<file path="config.mk">
export PLATFORM = sky130hd
export DESIGN_NAME = serial_eq_arbiter
export DESIGN_NICKNAME = d
export VERILOG_FILES = /design/src/rtl/serial_eq_arbiter.sv
export SDC_FILE = /design/constraint.sdc
export NUM_CORES = 1
export LEC_CHECK = 0
export CAP_MARGIN = 30
export CORE_MARGIN = 5
export CORE_UTILIZATION = 51
export DETAILED_ROUTE_END_ITERATION = 8
export PLACE_DENSITY_LB_ADDON = 0.2
export SKIP_LAST_GASP = 1
export SYNTH_ARGS = -nofsm -noshare
export SYNTH_HDL_FRONTEND = slang
export SYNTH_SLANG_ARGS = --single-unit
</file>
<file path="constraint.sdc">
create_clock -name clk -period 3 [get_ports clk]
set_input_delay 0.45 -clock clk [delete_from_list [all_inputs] [get_ports clk]]
set_output_delay 0.45 -clock clk [all_outputs]
set_load 0.005 [all_outputs]
</file>
<file path="src/rtl/serial_eq_arbiter.sv">
// Shared bit-serial equality engine: two requesters, round-robin arbitration,
// LSB-first compare through a single 1-bit equality cell with early exit.
module serial_eq_arbiter #(
  parameter int WIDTH = 8,
  parameter int CW    = $clog2(WIDTH)
) (
  input  logic             clk,
  input  logic             reset,
  input  logic             req0,
  input  logic [WIDTH-1:0] a0,
  input  logic [WIDTH-1:0] b0,
  input  logic             req1,
  input  logic [WIDTH-1:0] a1,
  input  logic [WIDTH-1:0] b1,
  output logic             gnt0,
  output logic             gnt1,
  output logic             busy,
  output logic             done,
  output logic             eq,
  output logic             owner,
  output logic [CW-1:0]    diff_idx
);

  typedef enum logic [1:0] {
    IDLE = 2'd0,
    CMP  = 2'd1,
    DONE = 2'd2
  } state_e;

  // The one shared 1-bit equality cell.
  function automatic logic eq_cell(input logic x, input logic y);
    return ~(x ^ y);
  endfunction

  localparam logic [CW-1:0] LAST_IDX = CW'(WIDTH - 1);

  state_e           state_q, state_d;
  logic [WIDTH-1:0] sa_q, sa_d, sb_q, sb_d;
  logic [CW-1:0]    cnt_q, cnt_d;
  logic             last_q, last_d;
  logic             sel_q, sel_d;
  logic             gnt0_q, gnt0_d, gnt1_q, gnt1_d;
  logic             busy_q, busy_d, done_q, done_d;
  logic             eq_q, eq_d, owner_q, owner_d;
  logic [CW-1:0]    diff_q, diff_d;
  logic             win;

  // State, datapath and registered outputs.
  always_ff @(posedge clk or posedge reset) begin
    if (reset) begin
      state_q <= IDLE;
      sa_q    <= {WIDTH{1'b0}};
      sb_q    <= {WIDTH{1'b0}};
      cnt_q   <= {CW{1'b0}};
      last_q  <= 1'b1;
      sel_q   <= 1'b0;
      gnt0_q  <= 1'b0;
      gnt1_q  <= 1'b0;
      busy_q  <= 1'b0;
      done_q  <= 1'b0;
      eq_q    <= 1'b0;
      owner_q <= 1'b0;
      diff_q  <= {CW{1'b0}};
    end else begin
      state_q <= state_d;
      sa_q    <= sa_d;
      sb_q    <= sb_d;
      cnt_q   <= cnt_d;
      last_q  <= last_d;
      sel_q   <= sel_d;
      gnt0_q  <= gnt0_d;
      gnt1_q  <= gnt1_d;
      busy_q  <= busy_d;
      done_q  <= done_d;
      eq_q    <= eq_d;
      owner_q <= owner_d;
      diff_q  <= diff_d;
    end
  end

  // Next-state, arbitration and compare step; result fields hold until the next DONE.
  always_comb begin
    state_d = state_q;
    sa_d    = sa_q;
    sb_d    = sb_q;
    cnt_d   = cnt_q;
    last_d  = last_q;
    sel_d   = sel_q;
    gnt0_d  = 1'b0;
    gnt1_d  = 1'b0;
    done_d  = 1'b0;
    eq_d    = eq_q;
    owner_d = owner_q;
    diff_d  = diff_q;
    win     = 1'b0;
    case (state_q)
      IDLE: begin
        if (req0 || req1) begin
          win     = (req0 && req1) ? ~last_q : req1;
          sa_d    = win ? a1 : a0;
          sb_d    = win ? b1 : b0;
          cnt_d   = {CW{1'b0}};
          sel_d   = win;
          last_d  = win;
          gnt0_d  = ~win;
          gnt1_d  = win;
          state_d = CMP;
        end else begin
          state_d = IDLE;
        end
      end
      CMP: begin
        if (!eq_cell(sa_q[0], sb_q[0])) begin
          state_d = DONE;
          done_d  = 1'b1;
          eq_d    = 1'b0;
          owner_d = sel_q;
          diff_d  = cnt_q;
        end else if (cnt_q == LAST_IDX) begin
          state_d = DONE;
          done_d  = 1'b1;
          eq_d    = 1'b1;
          owner_d = sel_q;
          diff_d  = {CW{1'b0}};
        end else begin
          sa_d  = {1'b0, sa_q[WIDTH-1:1]};
          sb_d  = {1'b0, sb_q[WIDTH-1:1]};
          cnt_d = cnt_q + CW'(1);
        end
      end
      DONE: begin
        state_d = IDLE;
      end
      default: begin
        state_d = IDLE;
      end
    endcase
    busy_d = (state_d != IDLE);
  end

  assign gnt0     = gnt0_q;
  assign gnt1     = gnt1_q;
  assign busy     = busy_q;
  assign done     = done_q;
  assign eq       = eq_q;
  assign owner    = owner_q;
  assign diff_idx = diff_q;

endmodule
</file>
**Word level (Yosys, flattened, before mapping)**

Cells that the tools add are included.

- Bits in registers: 32
- Input port bits: 36
- Output and inout port bits: 9

- Equal/unequal tests: 5
- Reduce and logical (&&, ||, !) cells: 9
- Add/sub/neg operators: 1
- Bitwise logic cells: 3
- Multiplexer cells: 32

Operator list:

| kind | count |
|---|---|
| $mux 8 | 8 |
| $pmux 8 s2 | 2 |
| $mux 3 | 5 |
| $mux 1 | 13 |
| $ne 2x2->1 const B | 3 |
| $pmux 3 s2 | 1 |
| $reduce_bool 2->1 | 3 |
| $mux 2 | 2 |
| $pmux 2 s2 | 1 |
| $reduce_and 2->1 | 2 |
| $reduce_and 4->1 | 1 |
| $add 3x1->3 const B | 1 |
| $eq 3x3->1 const B | 1 |
| $eq 2x1->1 const B | 1 |
| $logic_not 2->1 | 1 |
| $not 1->1 | 2 |
| $logic_and 1x1->1 | 1 |
| $logic_or 1x1->1 | 1 |
| $xor 1x1->1 | 1 |

**Logic depth before layout (Yosys ltp)**

Gate-level depths: netlist of the first run.

- Word-level depth: 5
- Depth in mapped cells: 7

**Worst setup path before layout of the first run**

Ideal clock, no wire load.

- Kind: register to register
- From: reg cnt_q[0]
- To: reg cnt_q[0]
- Path slack: 1.434 ns
- Setup time: 0.128 ns
- Buffers on the path: 1
- Stages on the path, launching flop included: 7
- Data arrival time: 1.439 ns
- Required time: 2.872 ns
- Cell sequence: dfrtp_1 ha_1 ha_1 o21ai_1 nand2_1 buf_4 mux2_1

- Word-level cells in the longest chain between the ends: 4
- Elaborated cells on any way between the ends: 7
- Those cells by class: add/sub: 1; eq/ne: 2; mux: 3; reduce/logical: 1

Ends and longest elaborated chain:

| what | RTL line | text |
|---|---|---|
| start: declaration | 39 | `logic [CW-1:0] cnt_q, cnt_d;` |
| start signal: assignment | 54 | `cnt_q <= {CW{1'b0}};` |
| start signal: assignment | 68 | `cnt_q <= cnt_d;` |
| $add 3x1->3 | 128 | `cnt_d = cnt_q + CW'(1);` |
| $mux 3 | 119 | `end else if (cnt_q == LAST_IDX) begin` |
| $mux 3 | 113 | `if (!eq_cell(sa_q[0], sb_q[0])) begin` |
| $pmux 3 s2 | 96 | `case (state_q)` |

Several ways; a longest one is shown, not always the timed one. The select of a mux whose other input is x is not followed.
A chain may end at the register's enable or synchronous reset.

**Worst setup path after layout of the first run**

- From: reg state_q[0]
- To: reg sb_q[4]

- Word-level cells in the longest chain between the ends: 3
- Elaborated cells on any way between the ends: 8
- Those cells by class: eq/ne: 4; mux: 1; reduce/logical: 3

Ends and longest elaborated chain:

| what | RTL line | text |
|---|---|---|
| start: declaration | 37 | `state_e state_q, state_d;` |
| start signal: assignment | 65 | `state_q <= state_d;` |
| $eq 2x1->1 / $logic_not 2->1 (equally long branches) | 96 |  |
| $ne 2x2->1 (no line) / $reduce_bool 2->1 (equally long branches) | - |  |
| $reduce_and 4->1 (no line) | - |  |
| end signal: assignment | 53 | `sb_q <= {WIDTH{1'b0}};` |
| end: declaration | 38 | `logic [WIDTH-1:0] sa_q, sa_d, sb_q, sb_d;` |

Several ways; a longest one is shown, not always the timed one.

==> flow_summary.ini, run 1 <==
[status]
outcome = completed

[setup_path]
worstReg2RegStart = state_q[0]$_DFF_PP0_
launching_element_type_of_the_critical_path = register
cp_cell_sequence = o21ai_1 > nand2_1 > buf_4 > mux2_2
timing.critical_path.fanout_max = 20
regToRegEndpoint = sb_q[4]$_DFFE_PP0P_
cp.required_ns = 3.23
worst-path-buf-inv = 1
critical_path.top_delay_family = flip-flops
worstSetupPathType = reg2reg
timing.critical_path.slowest_stage_cell = dfrtp_1
r2r_slack_ns = 1.00
worstSetupEndpointType = register
arrival_ns = 2.23
reg2reg_depth = 4
critical-path-max-stage-delay_ns = 0.73

[drt]
num_vias = 1277
drt_iter0_drc = 69
routed_via_density = 5.212
drc_errors = 0
routed_wire_length_per_instance_um = 15.03
ant_nets = 0
wl_um = 3683
first_pass_iters = 6

[clock_network]
cts_resized = 0
cts_hold_buf = 0
clkTransAtPathRegs_ns = 0.10
clock_sink_count = 32
cts.htree.levels = 2
cts_post_setup_buffers_inserted = 0
cts_root_buf = clkbuf_4
cts_max_path_buffers = 2
insertion_delay_to_the_later_sink_of_the_worst_skew_pair_ns = 0.34
cts_buffers = 5
tritoncts = done

[timing]
timing.setup.tns_ns = 0
period_share_pct = 66.59
post-route-min-period_ns = 1.998
fin_ws_ns = 1.002
rsz0062_at_grt = no
fin_skew_ns = 0.01579
highest_clock_rate_mhz = 500.6
final-max-slew-violation-count = 0
finalSetupViolCount = 0
finalHoldViolations = 0
transition_time_at_the_pin_with_the_least_slew_margin_ns = 0.8196
whs_ns = 0.4926
slew-limit-headroom_pct = 45.30

[floorplanning]
start_util_pct = 53.58
std_cell_rows = 20
die_span_in_y_um = 66.87
coreArea_um2 = 3078
dieWidth_um = 66.87
design.die.area_um2 = 4471
floorplan.io_pins = 45

[placement]
placed_cells_incl_taps = 237
placement.setup.worst_slack_ns = 0.7132
gp_congestion = 0.8014
hpwl_um = 2703
port_buffers = 44
placed_cell_area_um2 = 2098

[worst_hold_path]
hold_path_stages = 1
hold_path_end = sel_q$_DFFE_PP0P_
hp-class = reg2reg
hold_start = sel_q$_DFFE_PP0P_

[final_layout]
layout-drive-gt1-share_pct = 16.92
flow.area_growth_from_synthesis_pct = 33.00
post_layout_nonfiller_instances = 245
final_core_utilization_pct = 71.26
layout.area.seq_um2 = 802.0
multi_input_comb_area_um2 = 748.2
finalNetCount = 239
final_design_area_no_fill_um2 = 2193
fillers = 253
antenna-diode-count = 0

[synthesis]
post_synth.cell_area_avg_um2 = 10.71
yosys-top-cells-area = dfrtp_1, a21oi_1, mux2_1
ys_ff_latch = 32
synth-warning-count = 0
yosysSeqAreaShare_pct = 48.63
synth.distinct_cells = 30
mappedNetlistNets = 193
synthDominantCellAreaShare_pct = 47.04
count_of_mapped_cells_out_of_synthesis = 154
post-synth-top-area-cell = dfrtp_1
synthesis.area_um2 = 1649

[power]
max-vdd-ir-drop_uv = 590.0
fin_total_pwr_mw = 2.172
p_leak_nw = 0.9817
cellPowerDensity_nw_per_um2 = 990.4

[grt]
grt.total_usage_pct = 19.35
globalRouteOverflowTotal = 0
first_global_vias = 1350
antenna_violations_before_repair = 0
grt_start_max_net_pins = 23
grt_pass1_wl_um = 6354

[run]
max-cap-violations = 0
==> worst max path at each step <==
stage                    startpoint                   end  slack (ns)  depth (start not counted)
2_1_floorplan  cnt_q[0]$_DFFE_PP0P_  cnt_q[0]$_DFFE_PP0P_        1.43                          6
3_3_place_gp                   req0   sb_q[4]$_DFFE_PP0P_        0.74                          6
3_5_place_dp                   req0   sb_q[4]$_DFFE_PP0P_        0.71                          6
4_1_cts        cnt_q[0]$_DFFE_PP0P_  cnt_q[0]$_DFFE_PP0P_        1.02                          6
5_1_grt        state_q[0]$_DFF_PP0_   sb_q[4]$_DFFE_PP0P_        0.86                          4
6_report       state_q[0]$_DFF_PP0_   sb_q[4]$_DFFE_PP0P_        1.00                          4
==> report_power, final <==
part	internal, mW	leakage (nW)	switching (mW)	total [mW]
registers	0.638	0.396	0.149	0.787
clock network	0.221	0.0515	0.147	0.368
logic	0.547	0.534	0.471	1.02
total	1.41	0.982	0.766	2.17
==> kinds of logic after synthesis <==
logic type / after synthesis / share of synthesized area [%]
muxes: 20 / 13.35
buffers and inverters: 15 / 5.993
xor gates and xnor gates: 1 / 0.5312
DFF: 32 / 48.63
adders and majority gates: 3 / 2.276
and+or+nand+nor: 42 / 13.05
AOI/OAI and AO/OA: 41 / 16.16
==> cell usage after synthesis, drive strengths merged <==
master and count:
dfrtp 31, a21oi 29, nand2 18, mux2 16, nor2b 15, buf 8
inv 6, nor2 5, mux2i 4, a22o 3, ha 3, o21ai 3
a21o 2, nor3 2, o2bb2ai 2, a21bo 1, a21boi 1, and2 1
clkbuf 1, dfstp 1, nand2b 1, xor2 1
==> metal layers <==
| metal | global-route usage [%] | wire length (µm) | part of all wire (%) |
|---|---|---|---|
| met2 | 30.45 | 1720 | 47 |
| met1 | 25.00 | 1686 | 46 |
| met4 | 7.595 | 57 | 1.5 |
| met3 | 5.565 | 218 | 5.9 |
| met5 | 0 | 0 | 0 |
==> layout make-up <==
class                      count  area share [%]
clock buffer                   7           2.966
clock inverter                 1           1.369
inverter                       6           1.027
multi-input combinational    107           34.11
sequential                    32           36.57
tap                           44           2.510
timing repair buffer          48           21.45
==> registers in the layout (all words and copies together), names as in the netlist <==
name      cells
busy          1
cnt_q         3
diff_idx      3
done          1
eq            1
gnt0          1
gnt1          1
last_q        1
owner         1
sa_q          8
sb_q          8
sel_q         1
state_q       2
==> worst reg2reg max path, stage by stage (launching register included) <==
cell,delay [ns]
dfrtp_1,0.73
o21ai_1,0.17
nand2_1,0.36
buf_4,0.29
mux2_2,0.36
==> layout by cell type (no fill, tap or decap), types with 2 or more instances in the layout <==
cell type and count:
nor2b_1 14, dfrtp_1 31, mux2_2 8, a21o_1 2, a21oi_2 6, clkdlybuf4s50_1 44
clkbuf_8 2, inv_1 3, ha_1 3, nand2_1 18, o2bb2ai_1 2, nor2_1 5
clkbuf_4 5, inv_2 3, a21oi_1 23, mux2i_1 4, buf_4 4, a22o_1 3
mux2_1 8, o21ai_1 2
No activity file was read; power rests on OpenSTA's default activity.
==> run 2: changes to the inputs <==
CORE_UTILIZATION = 43   (was 51)
clock period = 1.82 ns   (was 3 ns; I/O delays follow)
==> flow_summary.ini, run 2 (synthesis gave the netlist of run 1 again) <==
[placement]
hpwl_um = 2558
placed_cell_area_um2 = 2178
gp_congestion = 0.7874
placement.setup.worst_slack_ns = 0.03164
port_buffers = 44

[worst_hold_path]
hp-class = in2async

[setup_path]
worstSetupPathType = reg2reg
worstSetupEndpointType = register
launching_element_type_of_the_critical_path = register
arrival_ns = 1.86
cp.required_ns = 1.98
timing.critical_path.fanout_max = 5

[final_layout]
most-common-layout-cells = clkdlybuf4s50_1, dfrtp_1, a21oi_1
layout-drive-gt1-share_pct = 17.96
layout.area.seq_um2 = 802.0
largestRegisters = sa_q: 8 flops, sb_q: 8 flops
antenna-diode-count = 0
final_core_utilization_pct = 61.26
layout.cells.most_common = clkdlybuf4s50_1
fillers = 304
multi_input_comb_area_um2 = 748.2
flow.area_growth_from_synthesis_pct = 37.03
finalNetCount = 244
final_design_area_no_fill_um2 = 2260

[clock_network]
clock_sink_count = 32
cts_hold_buf = 0
cts_post_setup_buffers_inserted = 0
cts_resized = 0
tritoncts = done
insertion_delay_to_the_later_sink_of_the_worst_skew_pair_ns = 0.28
clkTransAtPathRegs_ns = 0.06
cts_buffers = 5
cts_root_buf = clkbuf_8
cts.htree.levels = 2
cts_max_path_buffers = 2

[grt]
globalRouteOverflowTotal = 0
met1_usage_pct = 16.37
grt_util_met3_pct = 4.709
grt_max_usage_layer = met2
grt_start_max_net_pins = 33
use_met2_pct = 24.29
grt.total_usage_pct = 14.46
antenna_violations_before_repair = 0
first_global_vias = 1359
grt_pass1_wl_um = 5837

[status]
outcome = completed

[drt]
drc_errors = 0
drt_iter0_drc = 50
routed_via_density = 4.949
wl_um = 3485
first_pass_iters = 2
routed_wire_length_per_instance_um = 13.72
num_vias = 1257
ant_nets = 0

[floorplanning]
start_util_pct = 44.71
floorplan.io_pins = 45
dieWidth_um = 71.93
design.die.area_um2 = 5173
coreArea_um2 = 3689
die_span_in_y_um = 71.93
std_cell_rows = 22

[timing]
period_share_pct = 93.41
finalSetupViolCount = 0
fin_skew_ns = 0.003441
fin_ws_ns = 0.1200
timing.setup.tns_ns = 0
slew-limit-headroom_pct = 72.68
post-route-min-period_ns = 1.700
transition_time_at_the_pin_with_the_least_slew_margin_ns = 0.4071
final-max-slew-violation-count = 0
finalHoldViolations = 0
rsz0062_at_grt = no
highest_clock_rate_mhz = 588.2

[run]
max-cap-violations = 0

[power]
cellPowerDensity_nw_per_um2 = 1595
max-vdd-ir-drop_uv = 1074
p_leak_nw = 1.010
fin_total_pwr_mw = 3.604
[run 2: worst paths after layout]
kind,from,to,slack [ns],cells after the start
worst max-delay path,cnt_q[0]$_DFFE_PP0P_,cnt_q[0]$_DFFE_PP0P_,0.12,6
worst min-delay path,reset,gnt1$_DFF_PP0_,0.38,3
worst max register to register,cnt_q[0]$_DFFE_PP0P_,cnt_q[0]$_DFFE_PP0P_,0.12,6
worst min register to register,sa_q[7]$_DFFE_PP0P_,sa_q[7]$_DFFE_PP0P_,0.49,1
max in group asynchronous,reset,last_q$_DFFE_PP1P_,1.13,3
min in group clk,sa_q[7]$_DFFE_PP0P_,sa_q[7]$_DFFE_PP0P_,0.49,1
[run 2: stage by stage]
step,hold slack (ns),std cells
final,0.3754,254
after global routing,0.4199,254
after CTS,0.3883,254
after detailed placement,0.4826,246
after global placement,0.4580,246
after floorplan,0.3885,154
[run 2: layout make-up]
cell class	instances	share of cell area, %
well taps	48	2.658
clock buffers	7	3.378
repair buffers	53	24.14
clock inverters	1	0.2215
inverters	6	0.9967
multi-input cells	107	33.11
flip-flops and latches	32	35.49
[run 2: layer usage]
layer | vias to the layer above | wire [µm]
met4 | 0 | 70
met1 | 597 | 1535
li1 | 622 | -
met3 | 9 | 232
met5 | - | 0
met2 | 29 | 1647
[run 2: critical path: stages, from the launching register on]
cell     delay [ns]
dfrtp_1        0.43
ha_1           0.24
ha_1           0.18
o21ai_1        0.14
nand2_1        0.11
buf_4          0.18
mux2_1         0.31
[run 2: power breakdown]
group	switching, mW	internal, mW
clock network	0.235	0.267
logic	0.807	1.03
registers	0.209	1.06
total	1.25	2.35
==> run 3: changes to the inputs <==
--- a/config.mk
+++ b/config.mk
@@ -9,3 +9,4 @@
 export CORE_MARGIN = 5
-export CORE_UTILIZATION = 43
+export CORE_UTILIZATION = 45
+export CTS_BUF_LIST = sky130_fd_sc_hd__clkbuf_4 sky130_fd_sc_hd__clkbuf_8
 export DETAILED_ROUTE_END_ITERATION = 8
==> constraint.sdc (replaced) <==
create_clock -name clk -period 1.82 [get_ports clk]
set_input_delay 0.364 -clock clk [delete_from_list [all_inputs] [get_ports clk]]
set_output_delay 0.364 -clock clk [all_outputs]
set_load 0.005 [all_outputs]
==> flow_summary.ini, run 3 (synthesis gave the netlist of run 1 again) <==
[status]
outcome = completed

[timing]
final-max-slew-violation-count = 0
period_share_pct = 93.25
fin_skew_ns = 0.005963
highest_clock_rate_mhz = 589.2
post-route-min-period_ns = 1.697
finalSetupViolCount = 0
slew-limit-headroom_pct = 71.52
transition_time_at_the_pin_with_the_least_slew_margin_ns = 0.4244
rsz0062_at_grt = no
finalHoldViolations = 0
fin_ws_ns = 0.1229

[final_layout]
most-common-layout-cells = clkdlybuf4s50_1, dfrtp_1, a21oi_1
post_layout_nonfiller_instances = 255
layout.cells.most_common = clkdlybuf4s50_1
antenna-diode-count = 0
finalNetCount = 245
final_core_utilization_pct = 63.32
layout-drive-gt1-share_pct = 19.32
fillers = 299
flow.area_growth_from_synthesis_pct = 38.47
largestRegisters = sa_q: 8 flops, sb_q: 8 flops

[clock_network]
clkTransAtPathRegs_ns = 0.07
cts_post_setup_buffers_inserted = 0
cts_buffers = 5
clock_sink_count = 32
cts_hold_buf = 0
cts_max_path_buffers = 2
tritoncts = done
insertion_delay_to_the_later_sink_of_the_worst_skew_pair_ns = 0.28
cts_root_buf = clkbuf_8
cts_resized = 0
cts.htree.levels = 2

[floorplanning]
dieWidth_um = 70.54
die_span_in_y_um = 70.54
std_cell_rows = 22
start_util_pct = 45.73
design.die.area_um2 = 4975
floorplan.io_pins = 45
coreArea_um2 = 3606

[setup_path]
worstSetupEndpointType = register
worstSetupPathType = reg2reg
cp.required_ns = 1.98
launching_element_type_of_the_critical_path = register
arrival_ns = 1.86
timing.critical_path.fanout_max = 17

[drt]
ant_nets = 0
drc_errors = 0
routed_wire_length_per_instance_um = 14.17
num_vias = 1271
first_pass_iters = 3
wl_um = 3614
routed_via_density = 4.984
drt_iter0_drc = 46

[grt]
grt_start_max_net_pins = 33
grt_pass1_wl_um = 6520
globalRouteOverflowTotal = 0
antenna_violations_before_repair = 0
grt.total_usage_pct = 16.34
first_global_vias = 1424

[placement]
placed_cells_incl_taps = 247
port_buffers = 44
placement.setup.worst_slack_ns = -0.08792
gp_congestion = 0.7579
hpwl_um = 2650

[worst_hold_path]
hp-class = in2async

[run]
max-cap-violations = 0

[power]
cellPowerDensity_nw_per_um2 = 1628
max-vdd-ir-drop_uv = 913.6
p_leak_nw = 1.025
fin_total_pwr_mw = 3.718
[run 3: changes by cell type in the layout (fill, tap and decap cells not counted)]
cell and delta:
clkbuf_1 -2, clkbuf_4 +2, clkbuf_8 +1, clkinv_2 -1, buf_4 +1
[run 3: worst max-delay path: stages, from the launching register on]
cell,delay [ns]
dfrtp_1,0.41
ha_1,0.23
ha_1,0.19
o21ai_1,0.15
nand2_1,0.12
buf_12,0.17
mux2_1,0.31
[run 3: final cells by class]
cell class / count / area (µm²) / share of cell area (%)
flip-flops and latches: 32 / 802.0 / 35.12
clock buffers: 8 / 97.59 / 4.274
repair buffers: 54 / 553.0 / 24.22
inverters: 6 / 22.52 / 0.9863
multi-input cells: 107 / 748.2 / 32.77
well taps: 48 / 60.06 / 2.630
[run 3: through the flow]
stage	hold slack, ns	setup TNS, ns	instance area, µm²
2_1_floorplan	0.4425	0	1649
3_3_place_gp	0.4632	-0.3362	2186
3_5_place_dp	0.4722	-1.155	2186
4_1_cts	0.4750	0	2283
5_1_grt	0.5045	0	2283
6_report	0.4675	0	2283
[run 3: layer usage]
metal | up-vias | global-route usage (%) | share of wire, %
met3 | 4 | 5.824 | 5.1
met2 | 30 | 26.92 | 51
met5 | - | 0 | 0
met4 | 0 | 6.054 | 0.86
met1 | 613 | 19.75 | 43
li1 | 624 | - | -
[run 3: where the power goes]
part	internal, mW	total (mW)	switching (mW)
Clock	0.338	0.582	0.244
Sequential	1.06	1.28	0.224
Combinational	1.05	1.86	0.807
[run 3: final timing paths]
path / startpoint / end / slack [ns] / cells past startpoint
worst max-delay path: cnt_q[0]$_DFFE_PP0P_ / sa_q[2]$_DFFE_PP0P_ / 0.12 / 6
worst min-delay path: reset / sb_q[6]$_DFFE_PP0P_ / 0.47 / 3
worst max register to register: cnt_q[0]$_DFFE_PP0P_ / sa_q[2]$_DFFE_PP0P_ / 0.12 / 6
worst min register to register: sel_q$_DFFE_PP0P_ / sel_q$_DFFE_PP0P_ / 0.48 / 1
max in group asynchronous: reset / last_q$_DFFE_PP1P_ / 1.04 / 3
min in group clk: sel_q$_DFFE_PP0P_ / sel_q$_DFFE_PP0P_ / 0.48 / 1
==> edit: new RTL, settings of run 2 <==
Make the reset (`reset`) synchronous in one clocked block.
--- a/src/rtl/serial_eq_arbiter.sv
+++ b/src/rtl/serial_eq_arbiter.sv
@@ -46,7 +46,7 @@
   logic             win;
 
   // State, datapath and registered outputs.
-  always_ff @(posedge clk or posedge reset) begin
+  always_ff @(posedge clk) begin
     if (reset) begin
       state_q <= IDLE;
       sa_q    <= {WIDTH{1'b0}};
Function: differs if reset is asserted again (counterexample within 4 cycles, from zero or initial values and one cycle with reset high); with reset held inactive, the same outputs for 10 cycles.
==> edit against run 2 <==
Clock skew is 0.00069 ns lower. Synthesized area rose by 0.46%. Design area grew 6.6%. Worst setup slack got worse by 0.033 ns. Utilization up 4.1 points. Maximum frequency decreased by 1.9%. Highest routed layer unchanged. Routed wire length increased by 15%. Sequential cell count did not move. Hold slack better by 0.10 ns. Combinational power fell by 28%. Critical path depth stayed put. Total power decreased by 17%.
==> edit: results (changes against run 2) <==
Place WS=-0.0720 ns (-0.104 ns); vias in the first global route=1,515 (+11%); Tightest Hold Check Type=reg2reg; antenna violations before repair=0 (unchanged); TritonCTS buffer count=5 (unchanged); Detail Placement HPWL=2660 um (+4.0%); nets=290 (+19%); worst-margin pin slew=0.329 ns (-0.0780 ns); drt first pass iters=4 (+2); final std cells w/o fill=301 (+19%); global-route wire length before repair=6770 um (+16%); peak supply drop=0.733 mV (-32%); Lkg Pwr=0.883 nW (-13%); Global Route Usage Sum=0.163 (+0.0182); layout cells sized above 1=0.130 (-0.0492); worst skew pair latency=0.28 ns (about the same); CTS sink cnt=32 (unchanged); drt via density=5.36 (+8.2%); Worst path max stage delay=0.46 ns (+0.03 ns); outcome=finished, final reports clean; Layout Skew=0.00275 ns (-0.000690 ns); met1 WL=1880 um (+22%); ys async rst share=0 (-1.00); Area after DPL=2230 um2 (+2.3%); synth top area cells=dfxtp_1 (39%), nor2b_1 (11%), o21ai_1 (8.2%), or4_1 (6.8%), a211oi_1 (6.3%); met2 wire len=1950 um (+18%); Synth Instances=203 (+32%); most instantiated cells after synthesis=dfxtp_1 (32), nor2b_1 (30), o21ai_1 (27); CTS Root Cell=clkbuf_8; antenna cell count=0 (unchanged); register area share after synthesis=0.387 (-0.0996); clock slew at the register clock pins of the worst setup and hold paths=0.07 ns; Ys Warns=0 (unchanged); largest net degree at the start of global routing=31 (-6.1%); gpl congestion=0.731 (-7.1%); Worst EP arrival=1.95 ns (+0.09 ns); CTS H-tree depth=2 (unchanged); wire per inst=13.3 um (-2.8%); grt ovf=0 (unchanged); IO buf count=44 (unchanged); Top Registers=sa_q x8, sb_q x8; drt first-iter violations=107 (+110%); met3 routed WL=165 um (-29%); dominant synthesized flop cell=dfxtp_1; CTS max path bufs=2 (unchanged); critical path peak fanout=7 (+2); syn_nets=241 (+25%); CP max-delay cell=or4_1; Synth cell types=28 (-6.7%)
edit: worst max-delay path, delay by kind of cell (launching register included):
family | cells | cell delay, ns
buffers and inverters | 1 | 0.18
AND/OR/NAND/NOR | 1 | 0.46
adder cells (fa/ha/maj) | 2 | 0.36
flip-flops | 1 | 0.34
AO/OA/AOI/OAI | 2 | 0.33
edit: cell families (layout without fill, tap and decap cells):
logic type,after synthesis,count (layout),share of synthesized area
adder cells (fa/ha/maj),2,2,0.0151
multiplexers,2,2,0.0136
XOR/XNOR,1,1,0.00529
AO/OA/AOI/OAI,65,65,0.238
buffers and inverters,18,68,0.0529
AND/OR/NAND/NOR,83,83,0.289
flip-flops,32,32,0.387
edit: per-layer routing:
layer  track usage  up-vias
met5             0        -
met4        0.0438        0
met3        0.0540        2
met2         0.260       31
met1         0.210      747
li1              -      832
edit: report_power, final:
group          internal, mW  total, mW  switching, mW
clock network         0.406      0.664          0.258
logic                 0.671       1.32          0.648
registers             0.903       1.00         0.0989
total                  1.98       2.98           1.01
edit: per-stage QoR:
stage	setup TNS [ns]	util
4_1_cts	0	0.633
3_5_place_dp	-0.633	0.604
2_1_floorplan	0	-
6_report	0	0.653
3_3_place_gp	-0.448	0.604
5_1_grt	0	0.653
edit: what timing repair did:
| action | CTS | global route |
|---|---|---|
| resized for setup | 0 | 6 |
| hold endpoints to repair | 0 | 0 |
| setup endpoints to repair | 0 | 14 |
| buffers inserted | 0 | 0 |
edit: final timing paths:
kind / startpoint / to / slack (ns) / cells past startpoint
worst max-delay path: cnt_q[0]$_SDFFE_PP0P_ / sa_q[5]$_SDFFE_PP0P_ / 0.09 / 6
worst max register to register: cnt_q[0]$_SDFFE_PP0P_ / sa_q[5]$_SDFFE_PP0P_ / 0.09 / 6
worst min register to register: diff_idx[2]$_SDFFE_PP0P_ / diff_idx[2]$_SDFFE_PP0P_ / 0.48 / 2
worst min-delay path: diff_idx[2]$_SDFFE_PP0P_ / diff_idx[2]$_SDFFE_PP0P_ / 0.48 / 2
edit: layout make-up:
cell class / instances / area, um2
Clock inverter: 2 / 35.0
Fill cell: 339 / 1280
Clock buffer: 6 / 72.6
Tap cell: 48 / 60.1
Multi-Input combinational cell: 153 / 955
Sequential cell: 32 / 642
Timing Repair Buffer: 60 / 646
